<file path="src/rtl/load_store_unit_pkg.sv">
// Shared encodings for the load/store unit: funct3 width codes, fault
// causes, FSM states and the start-time legality/alignment helpers.
package load_store_unit_pkg;

   localparam logic [2:0] LSU_F3_B  = 3'b000;
   localparam logic [2:0] LSU_F3_H  = 3'b001;
   localparam logic [2:0] LSU_F3_W  = 3'b010;
   localparam logic [2:0] LSU_F3_BU = 3'b100;
   localparam logic [2:0] LSU_F3_HU = 3'b101;

   localparam logic [1:0] LSU_FAULT_MISALIGN = 2'd0;
   localparam logic [1:0] LSU_FAULT_BUSERR   = 2'd1;
   localparam logic [1:0] LSU_FAULT_TIMEOUT  = 2'd2;
   localparam logic [1:0] LSU_FAULT_ILLEGAL  = 2'd3;

   typedef enum logic [1:0] {
      LSU_IDLE   = 2'd0,
      LSU_ACCESS = 2'd1,
      LSU_RESP   = 2'd2
   } lsu_state_e;

   // Stores only have B/H/W; loads additionally have the unsigned B/H forms.
   function automatic logic lsu_f3_legal(input logic st, input logic [2:0] f3);
      logic ok;
      case (f3)
         LSU_F3_B, LSU_F3_H, LSU_F3_W: ok = 1'b1;
         LSU_F3_BU, LSU_F3_HU:         ok = ~st;
         default:                      ok = 1'b0;
      endcase
      return ok;
   endfunction

   // Halfwords need an even address, words a 4-byte aligned one.
   function automatic logic lsu_misaligned(input logic [2:0] f3, input logic [1:0] off);
      logic mis;
      case (f3)
         LSU_F3_H, LSU_F3_HU: mis = off[0];
         LSU_F3_W:            mis = (off != 2'b00);
         default:             mis = 1'b0;
      endcase
      return mis;
   endfunction

endpackage

</file>
<file path="src/rtl/load_store_unit_if.sv">
// Data-bus interface between the load/store unit (master) and memory (slave).
interface load_store_unit_if;
   logic        bus_req;
   logic        bus_we;
   logic [31:0] bus_addr;
   logic [3:0]  bus_be;
   logic [31:0] bus_wdata;
   logic        bus_ack;
   logic        bus_err;
   logic [31:0] bus_rdata;

   modport master (
      output bus_req, bus_we, bus_addr, bus_be, bus_wdata,
      input  bus_ack, bus_err, bus_rdata
   );

   modport slave (
      input  bus_req, bus_we, bus_addr, bus_be, bus_wdata,
      output bus_ack, bus_err, bus_rdata
   );
endinterface

</file>
<file path="src/rtl/load_store_unit_load_extend.sv">
// Combinational load lane select plus sign/zero extension.
module lsu_load_extend
   import load_store_unit_pkg::*;
(
   input  logic [31:0] rdata_i,
   input  logic [1:0]  off_i,
   input  logic [2:0]  funct3_i,
   output logic [31:0] data_o
);

   logic [7:0]  byte_sel;
   logic [15:0] half_sel;

   // Pick the addressed byte and halfword lanes out of the bus word.
   always_comb begin
      case (off_i)
         2'd0:    byte_sel = rdata_i[7:0];
         2'd1:    byte_sel = rdata_i[15:8];
         2'd2:    byte_sel = rdata_i[23:16];
         default: byte_sel = rdata_i[31:24];
      endcase
      half_sel = off_i[1] ? rdata_i[31:16] : rdata_i[15:0];
   end

   // Extend the selected lane according to the load width/sign.
   always_comb begin
      case (funct3_i)
         LSU_F3_B:  data_o = {{24{byte_sel[7]}}, byte_sel};
         LSU_F3_H:  data_o = {{16{half_sel[15]}}, half_sel};
         LSU_F3_BU: data_o = {24'd0, byte_sel};
         LSU_F3_HU: data_o = {16'd0, half_sel};
         default:   data_o = rdata_i;
      endcase
   end

endmodule

</file>
<file path="src/rtl/load_store_unit.sv">
// Load/store unit: validates a request from the ALU stage, runs one bus
// transfer with a watchdog, and reports done/fault plus extended load data.
module load_store_unit
   import load_store_unit_pkg::*;
#(
   parameter int TIMEOUT_CYCLES = 255
)
(
   input  logic                    clk,
   input  logic                    rst_n,
   input  logic                    start,
   input  logic                    is_store,
   input  logic [2:0]              funct3,
   input  logic [31:0]             addr,
   input  logic [31:0]             store_data,
   output logic                    busy,
   output logic                    done,
   output logic [31:0]             load_data,
   output logic                    fault,
   output logic [1:0]              fault_cause,
   load_store_unit_if.master       bus
);

   localparam logic [16:0] TO_LIMIT = 17'(TIMEOUT_CYCLES);
   localparam logic        TO_EN    = (TIMEOUT_CYCLES != 0);

   lsu_state_e  state_q, state_d;
   logic [2:0]  f3_q, f3_d;
   logic [1:0]  off_q, off_d;
   logic        we_q, we_d;
   logic [31:0] addr_q, addr_d;
   logic [3:0]  be_q, be_d;
   logic [31:0] wdata_q, wdata_d;
   logic [15:0] wdog_q, wdog_d;
   logic        fault_q, fault_d;
   logic [1:0]  cause_q, cause_d;
   logic [31:0] ldata_q, ldata_d;

   logic [3:0]  steer_be;
   logic [31:0] steer_wdata;
   logic [31:0] ext_data;
   logic [16:0] wdog_inc;

   lsu_load_extend u_load_extend (
      .rdata_i  (bus.bus_rdata),
      .off_i    (off_q),
      .funct3_i (f3_q),
      .data_o   (ext_data)
   );

   // Store lane steering: replicate the datum and enable the addressed lanes.
   always_comb begin
      case (funct3)
         LSU_F3_B: begin
            steer_wdata = {4{store_data[7:0]}};
            steer_be    = 4'b0001 << addr[1:0];
         end
         LSU_F3_H: begin
            steer_wdata = {2{store_data[15:0]}};
            steer_be    = addr[1] ? 4'b1100 : 4'b0011;
         end
         default: begin
            steer_wdata = store_data;
            steer_be    = 4'b1111;
         end
      endcase
   end

   // Next-state logic: request checks, bus completion and watchdog.
   always_comb begin
      state_d  = state_q;
      f3_d     = f3_q;
      off_d    = off_q;
      we_d     = we_q;
      addr_d   = addr_q;
      be_d     = be_q;
      wdata_d  = wdata_q;
      wdog_d   = wdog_q;
      fault_d  = fault_q;
      cause_d  = cause_q;
      ldata_d  = ldata_q;
      wdog_inc = {1'b0, wdog_q} + 17'd1;

      case (state_q)
         LSU_IDLE: begin
            if (start) begin
               wdog_d = 16'd0;
               if (!lsu_f3_legal(is_store, funct3)) begin
                  fault_d = 1'b1;
                  cause_d = LSU_FAULT_ILLEGAL;
                  state_d = LSU_RESP;
               end else if (lsu_misaligned(funct3, addr[1:0])) begin
                  fault_d = 1'b1;
                  cause_d = LSU_FAULT_MISALIGN;
                  state_d = LSU_RESP;
               end else begin
                  // Bus fields only change when a real transfer begins.
                  fault_d = 1'b0;
                  f3_d    = funct3;
                  off_d   = addr[1:0];
                  we_d    = is_store;
                  addr_d  = {addr[31:2], 2'b00};
                  be_d    = is_store ? steer_be : 4'b1111;
                  wdata_d = is_store ? steer_wdata : 32'd0;
                  state_d = LSU_ACCESS;
               end
            end
         end
         LSU_ACCESS: begin
            if (bus.bus_err) begin
               fault_d = 1'b1;
               cause_d = LSU_FAULT_BUSERR;
               state_d = LSU_RESP;
            end else if (bus.bus_ack) begin
               fault_d = 1'b0;
               if (!we_q) begin
                  ldata_d = ext_data;
               end
               state_d = LSU_RESP;
            end else begin
               wdog_d = wdog_inc[15:0];
               if (TO_EN && (wdog_inc == TO_LIMIT)) begin
                  fault_d = 1'b1;
                  cause_d = LSU_FAULT_TIMEOUT;
                  state_d = LSU_RESP;
               end
            end
         end
         LSU_RESP: begin
            wdog_d  = 16'd0;
            state_d = LSU_IDLE;
         end
         default: begin
            state_d = LSU_IDLE;
         end
      endcase
   end

   // State and datapath registers with asynchronous clear.
   always_ff @(posedge clk or negedge rst_n) begin
      if (!rst_n) begin
         state_q <= LSU_IDLE;
         f3_q    <= 3'd0;
         off_q   <= 2'd0;
         we_q    <= 1'b0;
         addr_q  <= 32'd0;
         be_q    <= 4'd0;
         wdata_q <= 32'd0;
         wdog_q  <= 16'd0;
         fault_q <= 1'b0;
         cause_q <= 2'd0;
         ldata_q <= 32'd0;
      end else begin
         state_q <= state_d;
         f3_q    <= f3_d;
         off_q   <= off_d;
         we_q    <= we_d;
         addr_q  <= addr_d;
         be_q    <= be_d;
         wdata_q <= wdata_d;
         wdog_q  <= wdog_d;
         fault_q <= fault_d;
         cause_q <= cause_d;
         ldata_q <= ldata_d;
      end
   end

   // Outputs decode directly from state so a reset drops bus_req at once.
   always_comb begin
      busy          = (state_q != LSU_IDLE);
      done          = (state_q == LSU_RESP);
      fault         = done & fault_q;
      fault_cause   = done ? cause_q : 2'd0;
      load_data     = ldata_q;
      bus.bus_req   = (state_q == LSU_ACCESS);
      bus.bus_we    = we_q;
      bus.bus_addr  = addr_q;
      bus.bus_be    = be_q;
      bus.bus_wdata = wdata_q;
   end

endmodule

</file>
<file path="src/flat_wrapper.sv">
// flat-port wrapper written by rule: the top's interface ports become plain ports
module load_store_unit_flat import load_store_unit_pkg::*;
#(
   parameter int TIMEOUT_CYCLES = 255
)
  (clk, rst_n, start, is_store, funct3, addr, store_data, busy, done, load_data, fault, fault_cause, bus_bus_req, bus_bus_we, bus_bus_addr, bus_bus_be, bus_bus_wdata, bus_bus_ack, bus_bus_err, bus_bus_rdata);
  load_store_unit_if bus_i ();
  input  logic clk;
  input  logic rst_n;
  input  logic start;
  input  logic is_store;
  input  logic [2:0] funct3;
  input  logic [31:0] addr;
  input  logic [31:0] store_data;
  output logic busy;
  output logic done;
  output logic [31:0] load_data;
  output logic fault;
  output logic [1:0] fault_cause;
  output wire logic [$bits(bus_i.bus_req)-1:0] bus_bus_req;
  output wire logic [$bits(bus_i.bus_we)-1:0] bus_bus_we;
  output wire logic [$bits(bus_i.bus_addr)-1:0] bus_bus_addr;
  output wire logic [$bits(bus_i.bus_be)-1:0] bus_bus_be;
  output wire logic [$bits(bus_i.bus_wdata)-1:0] bus_bus_wdata;
  input wire logic [$bits(bus_i.bus_ack)-1:0] bus_bus_ack;
  input wire logic [$bits(bus_i.bus_err)-1:0] bus_bus_err;
  input wire logic [$bits(bus_i.bus_rdata)-1:0] bus_bus_rdata;
  assign bus_bus_req = bus_i.bus_req;
  assign bus_bus_we = bus_i.bus_we;
  assign bus_bus_addr = bus_i.bus_addr;
  assign bus_bus_be = bus_i.bus_be;
  assign bus_bus_wdata = bus_i.bus_wdata;
  assign bus_i.bus_ack = bus_bus_ack;
  assign bus_i.bus_err = bus_bus_err;
  assign bus_i.bus_rdata = bus_bus_rdata;
  load_store_unit #(.TIMEOUT_CYCLES(TIMEOUT_CYCLES)) u_core (.clk(clk), .rst_n(rst_n), .start(start), .is_store(is_store), .funct3(funct3), .addr(addr), .store_data(store_data), .busy(busy), .done(done), .load_data(load_data), .fault(fault), .fault_cause(fault_cause), .bus(bus_i));
endmodule
</file>
<file path="config.mk">
export PLATFORM = sky130hd
export DESIGN_NAME = load_store_unit_flat
export DESIGN_NICKNAME = d
export VERILOG_FILES = /design/src/rtl/load_store_unit_pkg.sv /design/src/rtl/load_store_unit_if.sv /design/src/rtl/load_store_unit_load_extend.sv /design/src/rtl/load_store_unit.sv /design/src/flat_wrapper.sv
export SDC_FILE = /design/constraint.sdc
export NUM_CORES = 1
export LEC_CHECK = 0
export CAP_MARGIN = 20
export CORE_MARGIN = 2
export CORE_UTILIZATION = 43
export CTS_BUF_LIST = sky130_fd_sc_hd__clkbuf_8
export CTS_CLUSTER_SIZE = 20
export DETAILED_ROUTE_END_ITERATION = 12
export PLACE_DENSITY = 0.77
export SLEW_MARGIN = 40
export SYNTH_ARGS = -nofsm -noshare
export SYNTH_HDL_FRONTEND = slang
export SYNTH_SLANG_ARGS = --single-unit
</file>
<file path="constraint.sdc">
create_clock -name clk -period 2 [get_ports clk]
set_input_delay 0.6 -clock clk [delete_from_list [all_inputs] [get_ports clk]]
set_output_delay 0.6 -clock clk [all_outputs]
set_load 0.1 [all_outputs]
</file>
* Word-level counts from Yosys, hierarchy flattened
Cells that the tools add are included.
** Storage, ports and cells
- Input bits :: 105
- Bits in registers :: 125
- Word-level logic and storage cells :: 94
** Operators by class
- Add/sub/neg operators :: 1
- Shift-type cells :: 1
- Bitwise gates (word level) :: 5
- Mux-type cells :: 40
- Equality and inequality tests :: 19
- Reduce and logical (&&, ||, !) cells :: 17
** Operators by type and width (number)
- one-hot mux 32 bit (4 select lines) :: 1
- 2-to-1 mux 16 bit :: 4
- one-hot mux 32 bit (2 select lines) :: 1
- one-hot mux 16 bit (3 select lines) :: 1
- 2-to-1 mux 32 bit :: 1
- 2-to-1 mux 2 bit :: 12
- one-hot mux 8 bit (3 select lines) :: 1
- adder 16 x 1 -> 17 bit (second input constant) :: 1
- equality test 17 x 8 -> 1 bit (second input constant) :: 1
- equality test 3 bit (second input constant) :: 4
- AND reduction 4 bit :: 3
- 2-to-1 mux 1 bit :: 11
- 2-to-1 mux 4 bit :: 2
- one-hot mux 2 bit (2 select lines) :: 2
- one-hot mux 4 bit (2 select lines) :: 1
- equality test 3 x 1 -> 1 bit (second input constant) :: 2
- logical NOT 3 bit :: 2
- inequality test 2 bit (second input constant) :: 3
- one-hot mux 1 bit (2 select lines) :: 3
- nonzero test 2 bit :: 3
- AND reduction 5 bit :: 1
- equality test 2 x 1 -> 1 bit (second input constant) :: 2
- equality test 2 bit (second input constant) :: 2
- logical NOT 2 bit :: 2
- 13 further kinds :: 17

* Logic depth before layout (Yosys ltp)
- Depth after elaboration :: 12
- Mapped depth :: 8

* Hierarchy
Synthesis repeated with hierarchy kept, for this count alone.
** Unflattened totals
- Cell total of the unflattened synthesis :: 653
- Area, all modules :: 6538.8 µm²
** By module, submodules not included
- load_store_unit :: sequential area each 3128.0 µm², area each 5815.6 µm², cells each 522, times used 1
- lsu_load_extend :: sequential area each 0.0 µm², area each 723.2 µm², cells each 131, times used 1

* Least setup slack after synthesis
Ideal clock, no wire load.
- Path kind :: register to output
- From :: register u_core.state_q[0]
- To :: output fault
- Data required time :: 1.400 ns
- Path buffers :: 0
- Stages on the path, launching flop included :: 3
- Arrival :: 2.725 ns
- Setup slack :: -1.325 ns
- Cell sequence :: dfrtp_1 -> nor2b_1 -> and2_1
** Between the ends
- Longest elaborated chain between the ends :: 2
** RTL lines
- start: declaration :: line load_store_unit.sv:27 : lsu_state_e state_q, state_d;
- start signal: assignment :: line load_store_unit.sv:154 : state_q <= state_d;
- equality test 2 bit :: line load_store_unit.sv:171 : done = (state_q == LSU_RESP);
- via done :: line flat_wrapper.sv:16 : output logic done;
- AND 1 bit :: line load_store_unit.sv:172 : fault = done & fault_q;
- end: declaration :: line flat_wrapper.sv:18 : output logic fault;
The timed path passes the listed nets, and every way through them passes these cells.

* Worst setup path in the final report
- From :: register u_core.state_q[1]
- To :: output busy
** Between the ends
- Longest elaborated chain between the ends :: 1
** RTL lines
- nonzero test 2 bit :: line load_store_unit.sv:170 : busy = (state_q != LSU_IDLE);
- end: declaration :: line flat_wrapper.sv:15 : output logic busy;
No other way between the ends.

==> results by group <==
Worst setup path
  • Slowest cell on crit path: dfrtp_2
  • Worst setup path class: reg2out
  • Reg2reg setup slack: approximately 0.05 ns
  • Worst stage delay on the critical path: roughly 0.45 ns
  • CP cell instances: nor2_1 -> inv_1 -> buf_12
  • Critical R2R Capture: u_core.fault_q$_DFFE_PN0P_
  • Setup crit end kind: output pin
  • CP max FO: 6
  • CP delay by family, top: flip-flops
  • WP data required: around 1.4 ns
  • Setup crit start kind: flip-flop
  • CP Buf/Inv Count: 2
  • Worst path arrival time: 1.42 ns
  • R2R Path Start: u_core.wdog_q[0]$_DFFE_PN0P_
  • Worst Reg-to-Reg Cells: 7

Global routing
  • Vias in the first global route: between 6000 and 7000
  • Largest net degree at the start of global routing: 42
  • Grt total ovfl: 0
  • Wire length of the first global-routing pass: 31.37 mm
  • Initial antenna violation count: 1
  • Total GRT Usage: 0.2518

Route
  • Vias/cell: 5.361
  • Final wirelength: approximately 19 mm
  • ANT nets after route: 0
  • Average wire per standard cell: between 15 and 20 um
  • DR iter-0 viols: ~440
  • DR vias: roughly 6000
  • Drt pass-1 iters: 5
  • Post-route DRC: 0

Finish
  • Fillers: 966
  • # nets final: between 1000 and 1500
  • Area growth, synth to finish: 69.28%
  • Most common cell after layout, fill and taps aside: dfrtp_1
  • Most frequent cells in the layout: 122 x dfrtp_1, 119 x nand2_1, 113 x buf_12
  • Final instance area: around 11000 sq um
  • Final Util: 0.7386
  • Layout cells sized above 1: 0.3269

Logic synthesis
  • Share of the synthesized area in the top cell type: 0.4970
  • Primary FF master, synth: dfrtp_1
  • Post-Synthesis Cells: 658
  • Synth area leader: dfrtp_1
  • Synthesized area per cell: around 9.6 sq um
  • Netlist cell types: 56
  • Seq/Total Area, Yosys: 0.4970
  • Synth Cell Area: between 6000 and 7000 sq um
  • Synth area leaders: dfrtp_1 50%, mux2_2 11%, nand2_1 7.1%
  • Yosys Warn Count: 0
  • Post-synth EDFFs: 0
  • Yosys reg bits: 125
  • Synth async-reset ratio: 1.000

Timing
  • Relative slew slack: 0.5916
  • RSZ-0062 raised after global routing: true
  • Hold_ws: 0.1115 ns
  • Fin crit share: 1.011
  • Measured slew at the worst slew-check pin: about 0.6 ns
  • Final Critical Period: between 2 and 2.5 ns
  • Final setup violation count: 1
  • Clk_skew: a little over 0.009 ns
  • Max Fclk: around 490 MHz
  • Endpoints failing hold: 0
  • Pins Over Slew Limit: 0
  • Worst Setup Slack, final: -0.02194 ns

Die
  • Row cnt: 44
  • Starting Density: 0.4363
  • Chip Width: 125.0 um
  • Die Y: between 100 and 150 um
  • Top-level I/O count: roughly 210
  • Die footprint: about 16000 sq um
  • Area of the core: 14420 sq um

Clock network
  • Cts bufs inserted: 17
  • Maximum clock path buffer count: 2
  • H-tree depth: 4
  • Clock Tree Root: clkbuf_8
  • Worst-Skew Late Latency: ~0.45 ns
  • CTS tree: done
  • CTS Sinks: about 130
  • Worst-path clk slew: roughly 0.080 ns
  • Hold_buf cts: 0

Place
  • DP Area: about 10000 sq um
  • Dpl ws: -0.4300 ns
  • Final HPWL DP: between 10 and 15 mm
  • Port Buf Inserts: 209
  • Final Wtd Congestion: 0.9207

Power and ir drop
  • Pwr per Cell Area: about 1700 nW/um^2
  • Max IR drop VDD: 1.007 mV
  • Leak: about 0.0047 uW

Run status
  • Failing checks: negative setup slack
  • Status: complete, but fails checks

Min path
  • Hold Crit Class: in2async

Job
  • Max Cap Viol: 0
[metrics by stage]
step           cells  power, uW  TNS [ns]
2_1_floorplan    659      10680   -0.4101
3_3_place_gp    1076      15090    -30.31
3_5_place_dp    1076      15260    -31.09
4_1_cts         1108      17810   -0.3406
5_1_grt         1115      18310   -0.3871
6_report        1115      17720  -0.02194
[final cells by class]
type	instances	area [sq um]	share of cell area
inverter	8	30.03	0.002819
timing repair buffer	286	3831	0.3596
clock buffer	18	247.7	0.02325
clock inverter	14	200.2	0.01879
antenna	1	2.502	0.0002349
sequential	125	3132	0.2940
tap	184	230.2	0.02161
multi-input combinational	479	2980	0.2797
[power breakdown]
| part | total, uW | leakage (uW) | internal [uW] | switching [uW] |
|---|---|---|---|---|
| combinational | 11000 | 0.00289 | 3930 | 7060 |
| sequential | 4220 | 0.00157 | 3330 | 889 |
| clock | 2520 | 0.000227 | 1500 | 1030 |
| total | 17700 | 0.00470 | 8750 | 8970 |
[synth_stat cells (2+ instances only)]
| cell type | number |
|---|---|
| a211oi_1 | 2 |
| a21o_1 | 3 |
| a21oi_1 | 47 |
| a2bb2oi_1 | 7 |
| a31o_1 | 2 |
| a31oi_1 | 8 |
| and2_1 | 6 |
| buf_1 | 3 |
| buf_2 | 10 |
| buf_4 | 2 |
| clkbuf_1 | 28 |
| clkbuf_8 | 4 |
| dfrtp_1 | 125 |
| ha_1 | 2 |
| inv_1 | 8 |
| mux2_2 | 59 |
| mux2i_1 | 12 |
| nand2_1 | 119 |
| nand2b_1 | 3 |
| nand3_1 | 8 |
| nand3b_1 | 2 |
| nand4_1 | 6 |
| nor2_1 | 47 |
| nor2b_1 | 2 |
| nor3_1 | 3 |
| nor3_2 | 2 |
| nor3b_1 | 7 |
| nor4_1 | 3 |
| o211ai_1 | 9 |
| o21ai_0 | 86 |
| o21ai_1 | 3 |
| o22ai_1 | 2 |
| o31a_1 | 3 |
| o31ai_1 | 2 |
| or3_1 | 2 |
[registers in the layout, indices dropped and copies added (netlist names)]
name	count
u_core.f3_q	3
u_core.bus.bus_addr	30
u_core.state_q	2
u_core.fault_q	1
u_core.cause_q	2
u_core.load_data	32
u_core.wdog_q	16
u_core.bus.bus_we	1
u_core.bus.bus_be	4
u_core.bus.bus_wdata	32
u_core.off_q	2
[per-layer routing]
metal  GRT usage  wire length (um)
met1      0.3092              7949
met2      0.4124              9624
met3     0.06932              1278
met4      0.1209               635
met5           0                 0
[how the worst max path moves through the flow]
stage	from	slack [ns]	end	depth (start not counted)
floorplan	u_core.state_q[0]$_DFFE_PN0P_	-0.14	fault	2
global placement	bus_bus_err	-0.38	u_core.wdog_q[7]$_DFFE_PN0P_	5
detailed placement	funct3[2]	-0.43	u_core.fault_q$_DFFE_PN0P_	7
CTS	u_core.state_q[1]$_DFFE_PN0P_	-0.10	fault_cause[0]	3
global route	u_core.wdog_q[0]$_DFFE_PN0P_	-0.07	u_core.fault_q$_DFFE_PN0P_	7
finish	u_core.state_q[1]$_DFFE_PN0P_	-0.02	busy	3
[kinds of logic after synthesis]
kind of cell,count (synthesis),share of synthesized area
buffers and inverters,55,0.04235
AND/OR/NAND/NOR,221,0.1650
other,1,0.0005958
AO/OA/AOI/OAI,183,0.1664
multiplexers,71,0.1247
flip-flops,125,0.4970
adder cells (fa/ha/maj),2,0.003976
[repair_timing]
item	in CTS	in global routing
endpoints found under the setup margin	8	10
pin swaps	2	6
buffers inserted	0	6
gates resized for setup	8	14
Power figures use the tool's default switching activity.
